===== src/rtl/zeroriscy_ex_dispatch_if.sv =====
// Handshake bundle between the EX dispatcher, the ID stage and the multi-cycle units.
// The dispatcher takes the slave view; whatever drives ops and unit responses takes the master view.
interface zeroriscy_ex_dispatch_if #(
  parameter int NUM_UNITS  = 3,
  parameter int DATA_WIDTH = 32
);
  logic                            op_valid_i;
  logic [NUM_UNITS-1:0]            unit_sel_i;
  logic [DATA_WIDTH-1:0]           alu_result_i;
  logic                            flush_i;
  logic [NUM_UNITS-1:0]            unit_start_o;
  logic [NUM_UNITS-1:0]            unit_done_i;
  logic [NUM_UNITS*DATA_WIDTH-1:0] unit_result_i;
  logic [DATA_WIDTH-1:0]           result_o;
  logic                            ex_ready_o;
  logic                            busy_o;
  logic                            timeout_o;
  logic                            multi_sel_err_o;

  modport slave (
    input  op_valid_i, unit_sel_i, alu_result_i, flush_i, unit_done_i, unit_result_i,
    output unit_start_o, result_o, ex_ready_o, busy_o, timeout_o, multi_sel_err_o
  );

  modport master (
    output op_valid_i, unit_sel_i, alu_result_i, flush_i, unit_done_i, unit_result_i,
    input  unit_start_o, result_o, ex_ready_o, busy_o, timeout_o, multi_sel_err_o
  );
endinterface


===== src/rtl/zeroriscy_ex_dispatch.sv =====
// EX-stage dispatcher: issues one op at a time to NUM_UNITS multi-cycle units, with watchdog and flush.
// Optional macro ZERORISCY_EX_DISPATCH_BYPASS_EN forwards a unit result in its done cycle, skipping DONE.
module zeroriscy_ex_dispatch #(
  parameter int NUM_UNITS      = 3,
  parameter int DATA_WIDTH     = 32,
  parameter int TIMEOUT_CYCLES = 255
) (
  input  logic                    clk,
  input  logic                    rst,
  zeroriscy_ex_dispatch_if.slave  bus
);

  localparam int CW = $clog2(TIMEOUT_CYCLES + 1);

  typedef enum logic [1:0] {
    IDLE = 2'd0,
    WAIT = 2'd1,
    DONE = 2'd2
  } state_e;

  state_e                state_q, state_d;
  logic [NUM_UNITS-1:0]  sel_q, sel_d;
  logic [CW-1:0]         count_q, count_d;
  logic [DATA_WIDTH-1:0] result_q, result_d;
  logic [NUM_UNITS-1:0]  start_q, start_d;
  logic                  timeout_q, timeout_d;
  logic                  merr_q, merr_d;

  logic                  req_s;
  logic [NUM_UNITS-1:0]  low_sel_s;
  logic                  multi_s;
  logic                  done_hit_s;
  logic                  count_end_s;
  logic [DATA_WIDTH-1:0] unit_res_s;

  logic [NUM_UNITS-1:0]  unit_start_s;
  logic [DATA_WIDTH-1:0] result_s;
  logic                  ex_ready_s;
  logic                  busy_s;
  logic                  timeout_s;
  logic                  merr_s;

  // Lowest set bit wins so a malformed multi-hot request still maps to exactly one unit.
  assign req_s       = bus.op_valid_i && (bus.unit_sel_i != '0);
  assign low_sel_s   = bus.unit_sel_i & (~bus.unit_sel_i + NUM_UNITS'(1));
  assign multi_s     = (bus.unit_sel_i & (bus.unit_sel_i - NUM_UNITS'(1))) != '0;
  assign done_hit_s  = (bus.unit_done_i & sel_q) != '0;
  assign count_end_s = (count_q == CW'(TIMEOUT_CYCLES - 1));

  always_comb begin
    unit_res_s = '0;
    for (int k = 0; k < NUM_UNITS; k++) begin
      if (sel_q[k]) begin
        unit_res_s = unit_res_s | bus.unit_result_i[k*DATA_WIDTH +: DATA_WIDTH];
      end else begin
        unit_res_s = unit_res_s;
      end
    end
  end

  always_comb begin
    state_d   = state_q;
    sel_d     = sel_q;
    count_d   = count_q;
    result_d  = result_q;
    start_d   = '0;
    timeout_d = 1'b0;
    merr_d    = 1'b0;
    case (state_q)
      IDLE: begin
        if (!bus.flush_i && req_s) begin
          sel_d   = low_sel_s;
          merr_d  = multi_s;
          count_d = '0;
          start_d = low_sel_s;
          state_d = WAIT;
        end else begin
          state_d = IDLE;
        end
      end
      WAIT: begin
        // Flush outranks both a done strobe and the watchdog; result_q is left alone.
        if (bus.flush_i) begin
          state_d = IDLE;
        end else if (done_hit_s) begin
          result_d = unit_res_s;
`ifdef ZERORISCY_EX_DISPATCH_BYPASS_EN
          state_d  = IDLE;
`else
          state_d  = DONE;
`endif
        end else if (count_end_s) begin
          result_d  = '0;
          timeout_d = 1'b1;
          state_d   = DONE;
        end else begin
          count_d = count_q + CW'(1);
        end
      end
      DONE: begin
        state_d = IDLE;
      end
      default: begin
        state_d = IDLE;
      end
    endcase
  end

  always_ff @(posedge clk) begin
    if (rst) begin
      state_q   <= IDLE;
      sel_q     <= '0;
      count_q   <= '0;
      result_q  <= '0;
      start_q   <= '0;
      timeout_q <= 1'b0;
      merr_q    <= 1'b0;
    end else begin
      state_q   <= state_d;
      sel_q     <= sel_d;
      count_q   <= count_d;
      result_q  <= result_d;
      start_q   <= start_d;
      timeout_q <= timeout_d;
      merr_q    <= merr_d;
    end
  end

  // Everything is forced low while in reset, even before the first reset edge has settled the state.
  always_comb begin
    unit_start_s = '0;
    result_s     = '0;
    ex_ready_s   = 1'b0;
    busy_s       = 1'b0;
    timeout_s    = 1'b0;
    merr_s       = 1'b0;
    if (!rst) begin
      busy_s       = (state_q != IDLE);
      merr_s       = merr_q;
      unit_start_s = bus.flush_i ? '0 : start_q;
      case (state_q)
        IDLE: begin
          ex_ready_s = !req_s;
          result_s   = bus.alu_result_i;
        end
        WAIT: begin
`ifdef ZERORISCY_EX_DISPATCH_BYPASS_EN
          if (done_hit_s && !bus.flush_i) begin
            ex_ready_s = 1'b1;
            result_s   = unit_res_s;
          end else begin
            ex_ready_s = 1'b0;
            result_s   = result_q;
          end
`else
          result_s = result_q;
`endif
        end
        DONE: begin
          ex_ready_s = !bus.flush_i;
          timeout_s  = timeout_q && !bus.flush_i;
          result_s   = result_q;
        end
        default: begin
          result_s = '0;
        end
      endcase
    end else begin
      busy_s = 1'b0;
    end
  end

  assign bus.unit_start_o    = unit_start_s;
  assign bus.result_o        = result_s;
  assign bus.ex_ready_o      = ex_ready_s;
  assign bus.busy_o          = busy_s;
  assign bus.timeout_o       = timeout_s;
  assign bus.multi_sel_err_o = merr_s;

endmodule


===== src/flat_wrapper.sv =====
// flat-port wrapper written by rule: the top's interface ports become plain ports
module zeroriscy_ex_dispatch_flat 
#(
  parameter int NUM_UNITS      = 3,
  parameter int DATA_WIDTH     = 32,
  parameter int TIMEOUT_CYCLES = 255
)
  (clk, rst, bus_op_valid_i, bus_unit_sel_i, bus_alu_result_i, bus_flush_i, bus_unit_done_i, bus_unit_result_i, bus_unit_start_o, bus_result_o, bus_ex_ready_o, bus_busy_o, bus_timeout_o, bus_multi_sel_err_o);
  zeroriscy_ex_dispatch_if #(.NUM_UNITS(NUM_UNITS), .DATA_WIDTH(DATA_WIDTH)) bus_i ();
  input  logic clk;
  input  logic rst;
  input wire logic [$bits(bus_i.op_valid_i)-1:0] bus_op_valid_i;
  input wire logic [$bits(bus_i.unit_sel_i)-1:0] bus_unit_sel_i;
  input wire logic [$bits(bus_i.alu_result_i)-1:0] bus_alu_result_i;
  input wire logic [$bits(bus_i.flush_i)-1:0] bus_flush_i;
  input wire logic [$bits(bus_i.unit_done_i)-1:0] bus_unit_done_i;
  input wire logic [$bits(bus_i.unit_result_i)-1:0] bus_unit_result_i;
  output wire logic [$bits(bus_i.unit_start_o)-1:0] bus_unit_start_o;
  output wire logic [$bits(bus_i.result_o)-1:0] bus_result_o;
  output wire logic [$bits(bus_i.ex_ready_o)-1:0] bus_ex_ready_o;
  output wire logic [$bits(bus_i.busy_o)-1:0] bus_busy_o;
  output wire logic [$bits(bus_i.timeout_o)-1:0] bus_timeout_o;
  output wire logic [$bits(bus_i.multi_sel_err_o)-1:0] bus_multi_sel_err_o;
  assign bus_i.op_valid_i = bus_op_valid_i;
  assign bus_i.unit_sel_i = bus_unit_sel_i;
  assign bus_i.alu_result_i = bus_alu_result_i;
  assign bus_i.flush_i = bus_flush_i;
  assign bus_i.unit_done_i = bus_unit_done_i;
  assign bus_i.unit_result_i = bus_unit_result_i;
  assign bus_unit_start_o = bus_i.unit_start_o;
  assign bus_result_o = bus_i.result_o;
  assign bus_ex_ready_o = bus_i.ex_ready_o;
  assign bus_busy_o = bus_i.busy_o;
  assign bus_timeout_o = bus_i.timeout_o;
  assign bus_multi_sel_err_o = bus_i.multi_sel_err_o;
  zeroriscy_ex_dispatch #(.NUM_UNITS(NUM_UNITS), .DATA_WIDTH(DATA_WIDTH), .TIMEOUT_CYCLES(TIMEOUT_CYCLES)) u_core (.clk(clk), .rst(rst), .bus(bus_i));
endmodule

===== config.mk =====
export PLATFORM = sky130hd
export DESIGN_NAME = zeroriscy_ex_dispatch_flat
export DESIGN_NICKNAME = d
export VERILOG_FILES = /design/src/rtl/zeroriscy_ex_dispatch_if.sv /design/src/rtl/zeroriscy_ex_dispatch.sv /design/src/flat_wrapper.sv
export SDC_FILE = /design/constraint.sdc
export NUM_CORES = 1
export LEC_CHECK = 0
export ABC_AREA = 1
export ABC_CLOCK_PERIOD_IN_PS = 2050
export BUFFER_PORTS_ARGS = -buffer_cell sky130_fd_sc_hd__buf_2
export CAP_MARGIN = 20
export CORE_UTILIZATION = 46
export CTS_CLUSTER_DIAMETER = 200
export DETAILED_ROUTE_END_ITERATION = 10
export GPL_ROUTABILITY_DRIVEN = 1
export GPL_TIMING_DRIVEN = 1
export PLACE_DENSITY = 0.81
export SLEW_MARGIN = 25
export SYNTH_ARGS = -nofsm -noshare
export SYNTH_HDL_FRONTEND = slang
export SYNTH_SLANG_ARGS = --single-unit

===== constraint.sdc =====
create_clock -name clk -period 2.05 [get_ports clk]
set_input_delay 0.1025 -clock clk [delete_from_list [all_inputs] [get_ports clk]]
set_output_delay 0.1025 -clock clk [all_outputs]
set_load 0.01 [all_outputs]

Word-level counts from Yosys, hierarchy flattened
Cells that the tools add are included.

Bits in registers: 50. Word-level logic and storage cells: 72. Bits of input ports: 138. Output and inout port bits: 39.

Eq/ne operators: 8. Bitwise logic cells: 10. Mux-type cells: 26. Add/subtract/negate cells: 3. Reductions and logical operators: 18.

Operators with widths (count): 32-bit 2-to-1 mux (6); 32-bit bitwise OR (2); 32-bit case mux with 2 select lines (1); 8-bit 2-to-1 mux (4); 8-bit case mux with 2 select lines (1); 3-bit bitwise AND (3); 3-bit nonzero test (3); 8-bit by 1-bit adder with 8-bit output (second input constant) (1); 8-bit equality test (second input constant) (1); 1-bit 2-to-1 mux (7); 2-bit 2-to-1 mux (3); 3-bit 2-to-1 mux (2); 2-bit != test (second input constant) (3); 2-bit nonzero test (3); 5-bit AND reduction (1); 4-bit by 2-bit != test with 1-bit output (second input constant) (1); 1-bit NOT (4); 2-bit case mux with 2 select lines (1); 4-bit OR reduction (1); 3-bit by 1-bit adder with 3-bit output (second input constant) (1); 1-bit logical AND (3); 3-bit NOT (1); 3-bit AND reduction (1); 3-bit OR reduction (1); other kinds (9) (10).

Logic depth before layout (Yosys ltp)
Word-level depth: 6. Depth in mapped cells: 12. Depth with buffers taken out: 11.

Worst setup path before layout
OpenSTA, ideal clock, no wires.

Path kind: flip-flop to flip-flop. Start: register u_core.state_q[0]. End: register u_core.count_q[5]. Stages on the path, launching flop included: 10. Arrival time: 1380 ps. Setup slack: 559 ps. Period minus slack after synthesis: 1491 ps. Setup time: 110 ps. Buffers on the path: 2. Required time: 1940 ps. Path through: dfxtp_1 > inv_1 > ha_1 > buf_2 > or2_4 > nand2_4 > buf_12 > nand3_2 > nand2_1 > nor2_2.

Word-level cells in the longest chain between the ends: 3. Elaborated cells on any way between the ends: 9. Classes of those cells: 5 x eq/ne; 1 x mux; 3 x reduce/logical.

RTL lines: start: declaration (line zeroriscy_ex_dispatch.sv:21) `state_e state_q, state_d;`; start signal: assignment (line zeroriscy_ex_dispatch.sv:119) `state_q <= state_d;`; 2-bit by 1-bit equality test with 1-bit output / 2-bit logical NOT (equally long branches) (line zeroriscy_ex_dispatch.sv:69) `case (state_q)`; 2-bit != test (no line) (tied with other cells); 5-bit AND reduction (no line); end signal: assignment (line zeroriscy_ex_dispatch.sv:121) `count_q <= count_d;`; end: declaration (line zeroriscy_ex_dispatch.sv:23) `logic [CW-1:0] count_q, count_d;`.

Parallel ways exist; a longest one is shown, timed or not. A chain may end at the register's enable or synchronous reset.

Worst setup path after layout
Start: register u_core.state_q[0]. End: output bus_result_o[27].

Word-level cells in the longest chain between the ends: 4. Elaborated cells on any way between the ends: 6. Classes of those cells: 2 x eq/ne; 2 x mux; 2 x reduce/logical.

RTL lines: 2-bit by 1-bit equality test with 1-bit output / 2-bit equality test (equally long branches) (line zeroriscy_ex_dispatch.sv:141) `case (state_q)`; 2-bit OR reduction (no line); 32-bit case mux with 2 select lines * (line zeroriscy_ex_dispatch.sv:141); 32-bit 2-to-1 mux * (line zeroriscy_ex_dispatch.sv:137) `if (!rst) begin`; end: declaration (line flat_wrapper.sv:19) `output wire logic [$bits(bus_i.result_o)-1:0] bus_result_o;`.

Mark *: on every way between the ends. The rest lies on a longest branch, timed or not.

==> results.json <==
{
  "status": "finished, final reports clean",
  "worst_slew_pin_slew_ns": 0.5723,
  "setup_violations": 0,
  "syn_avg_cell_area_um2": 6.072,
  "drtAntennaViolNets": 0,
  "pwr-share-clk_pct": 33.6,
  "via_per_inst": 4.955,
  "ys_ff_latch": 50,
  "synth_cell_type_count": 32,
  "max_freq_mhz": 530.4,
  "cts_tree": "built",
  "antenna_cells": 0,
  "numCtsBuffers": 5,
  "cp-start-kind": "flop",
  "power_w": 0.002128,
  "final_nets": 841,
  "vias": 3929,
  "switchingPower_w": 0.0005696,
  "worst_hold_startpoint": "bus_unit_sel_i[2]",
  "r2r_start": "u_core.count_q[0]$_SDFFE_PP0P_",
  "post_synth_and_or_nand_nor_area_fraction_pct": 45.76,
  "synth_nets": 688,
  "worstPathMaxFanout": 33,
  "power_leakage_nw": 2.043,
  "fin_cells": 793,
  "grt_pass1_wl_um": 15640,
  "comb_power_share_pct": 20.2,
  "area_growth_pct": 29.36,
  "port_buffers": 176,
  "cts_sinks": 50,
  "pin_count": 177,
  "vdd_ir_drop_max_uv": 312.9,
  "synth_edf_count": 0,
  "wire_per_inst_um": 12.50,
  "rrSetupSlack_ns": 0.27,
  "fp.dieH_um": 86.74,
  "grt_start_max_net_pins": 34,
  "first_pass_iters": 4,
  "final.setup.tns_ns": 0,
  "layout-drive-gt1-share_pct": 32.28,
  "seq_power_share_pct": 46.3,
  "cts_repair_resize_count": 0,
  "first_iter_violations": 164,
  "dpl_cell_area_mm2": 0.004153,
  "hold_viol": 0,
  "rsz0062_at_grt": "no",
  "clk_path_buf_depth": 2,
  "min_period_over_period_pct": 91.97,
  "seq_area_frac_synth_pct": 30.30,
  "dp.cells": 786,
  "synth-compound-area-share_pct": 12.61,
  "required_ns": 1.95,
  "grt_antenna_before_repair": 0,
  "clkTransAtPathRegs_ns": 0.09,
  "die_w_um": 86.74,
  "drt-total-wl_um": 9909,
  "arrival_ns": 1.78,
  "reg2reg_depth": 9,
  "synth-adder-area-share_pct": 2.273,
  "ys_async_sr_fraction_pct": 0,
  "grt_util_all_layers_pct": 26.49,
  "gr-total-overflow": 0,
  "cts_hold_buf": 0,
  "yosys.area_share.xor_xnor_pct": 0.2652,
  "clkLatencyLatePin_ns": 0.31,
  "hold_class": "in2reg",
  "min_path_cells": 3,
  "power_density_mw_per_mm2": 498.1,
  "synth_top_family_by_area": "simple AND/OR/NAND/NOR gates",
  "initial_core_util_pct": 48.09,
  "slew_viol_final": 0,
  "power.internal_w": 0.001559,
  "syn_inst": 544,
  "fin_worst_skew_ns": 0.01295,
  "yosysWarnings": 0,
  "cts_setup_buffers": 0,
  "hold_end": "u_core.start_q[2]$_SDFF_PP0_",
  "critical_path_class": "reg2out",
  "place.gp.congestion": 0.8476,
  "coreArea_mm2": 0.006869,
  "drc": 0,
  "fin_area_mm2": 0.004273,
  "end_kind": "primary output",
  "cts-root-buf": "clkbuf_8",
  "synthMuxAreaShare_pct": 0,
  "p_sw_share_pct": 26.76,
  "fp-row-count": 30,
  "slew_headroom_pct": 61.71,
  "r2r-end": "u_core.result_q[5]$_SDFFE_PP0P_",
  "hpwl_um": 7305,
  "syn_area_mm2": 0.003303,
  "post-route-min-period_ns": 1.885,
  "htreeDepth": 2,
  "die_area_mm2": 0.007524,
  "drv_cap": 0,
  "synth_flop_cell": "dfxtp_1",
  "grt_pass1_vias": 3509
}
## worst max-delay path, stage by stage (launching register included)
cell and delay [ns]:
dfxtp_1 0.36, inv_1 0.09, ha_1 0.28, buf_6 0.29
nand2_1 0.09, a21oi_1 0.19, buf_2 0.16
## cell usage after synthesis (all sizes together), types with 2 or more instances
library cell    n  area share (%)
a21oi          72              11
buf            17             4.0
clkbuf         21             2.4
dfxtp          50              30
ha              6             2.3
inv            21             2.4
nand2         264              31
nand3          46             8.0
nor2           29             4.2
nor3            2            0.30
o21ai           6            0.91
or2             3            0.64
## layout by cell type, fill, tap and decap left out, types with 2 or more instances in the layout
| master | n |
|---|---|
| nand2_1 | 253 |
| buf_2 | 176 |
| a21oi_1 | 69 |
| dfxtp_1 | 50 |
| nand3_1 | 39 |
| nor2_1 | 24 |
| inv_1 | 16 |
| nand2_2 | 9 |
| nand3_2 | 7 |
| ha_1 | 6 |
| clkbuf_8 | 6 |
| buf_4 | 6 |
| inv_2 | 5 |
| nor2_2 | 3 |
| o21ai_1 | 3 |
| o21ai_0 | 3 |
| a21oi_2 | 3 |
| or2_1 | 2 |
| nand2_4 | 2 |
| nor3_1 | 2 |
| buf_6 | 2 |
## power groups by stage
| stage | clock network [W] | registers, W | logic, W |
|---|---|---|---|
| final | 0.000714 | 0.000985 | 0.000429 |
| after global routing | 0.000768 | 0.000986 | 0.000475 |
| after CTS | 0.000727 | 0.000985 | 0.000428 |
| after detailed placement | 0 | 0.00101 | 0.000426 |
| after global placement | 0 | 0.00101 | 0.000423 |
| after floorplan | 0 | 0.00101 | 0.000224 |
## per-stage QoR
step	worst slack, ns	hold slack [ns]	utilization [%]
finish	0.1646	0.05203	62.20
global route	0.02778	0.05621	62.20
CTS	0.09685	0.04986	62.09
detailed placement	0.2896	0.3869	60.46
global placement	0.3805	0.3812	60.46
floorplan	0.5591	0.2522	-
## cells by family after synthesis
group,count (synthesis)
XOR/XNOR,1
flip-flops,50
adder cells (fa/ha/maj),6
AO/OA/AOI/OAI,80
AND/OR/NAND/NOR,348
buffers and inverters,59
## registers in the layout, indices dropped and copies added, names as in the netlist
register and cells:
u_core.count_q 8, u_core.timeout_q 1, u_core.state_q 2, u_core.merr_q 1
u_core.sel_q 3, u_core.result_q 32, u_core.start_q 3
## how the worst max path moves through the flow
stage | cells after the start | from | end | slack, ns
floorplan | 9 | u_core.state_q[0]$_SDFFE_PP0P_ | u_core.count_q[5]$_SDFFE_PP0P_ | 0.56
global placement | 9 | u_core.count_q[0]$_SDFFE_PP0P_ | u_core.result_q[3]$_SDFFE_PP0P_ | 0.38
detailed placement | 9 | u_core.count_q[0]$_SDFFE_PP0P_ | u_core.result_q[5]$_SDFFE_PP0P_ | 0.29
CTS | 6 | u_core.state_q[0]$_SDFFE_PP0P_ | bus_result_o[10] | 0.1
global route | 6 | u_core.state_q[0]$_SDFFE_PP0P_ | bus_result_o[4] | 0.03
finish | 6 | u_core.state_q[0]$_SDFFE_PP0P_ | bus_result_o[27] | 0.16
## layer usage
metal	wire length, um	up-vias	global-route usage (%)
met2	4923	156	47.84
met3	655	21	4.381
met4	223	0	11.06
met5	0	-	0
li1	-	2024	-
met1	4108	1728	30.96
## area by class of cell
cell class,count,area [um^2]
fillers,670,2596
multi-input cells,435,2012
flip-flops and latches,50,1001
repair buffers,184,948.4
well taps,96,120.1
clock buffers,6,82.58
inverters,21,78.83
clock inverters,1,30.03
(Power assumes the default switching activity.)
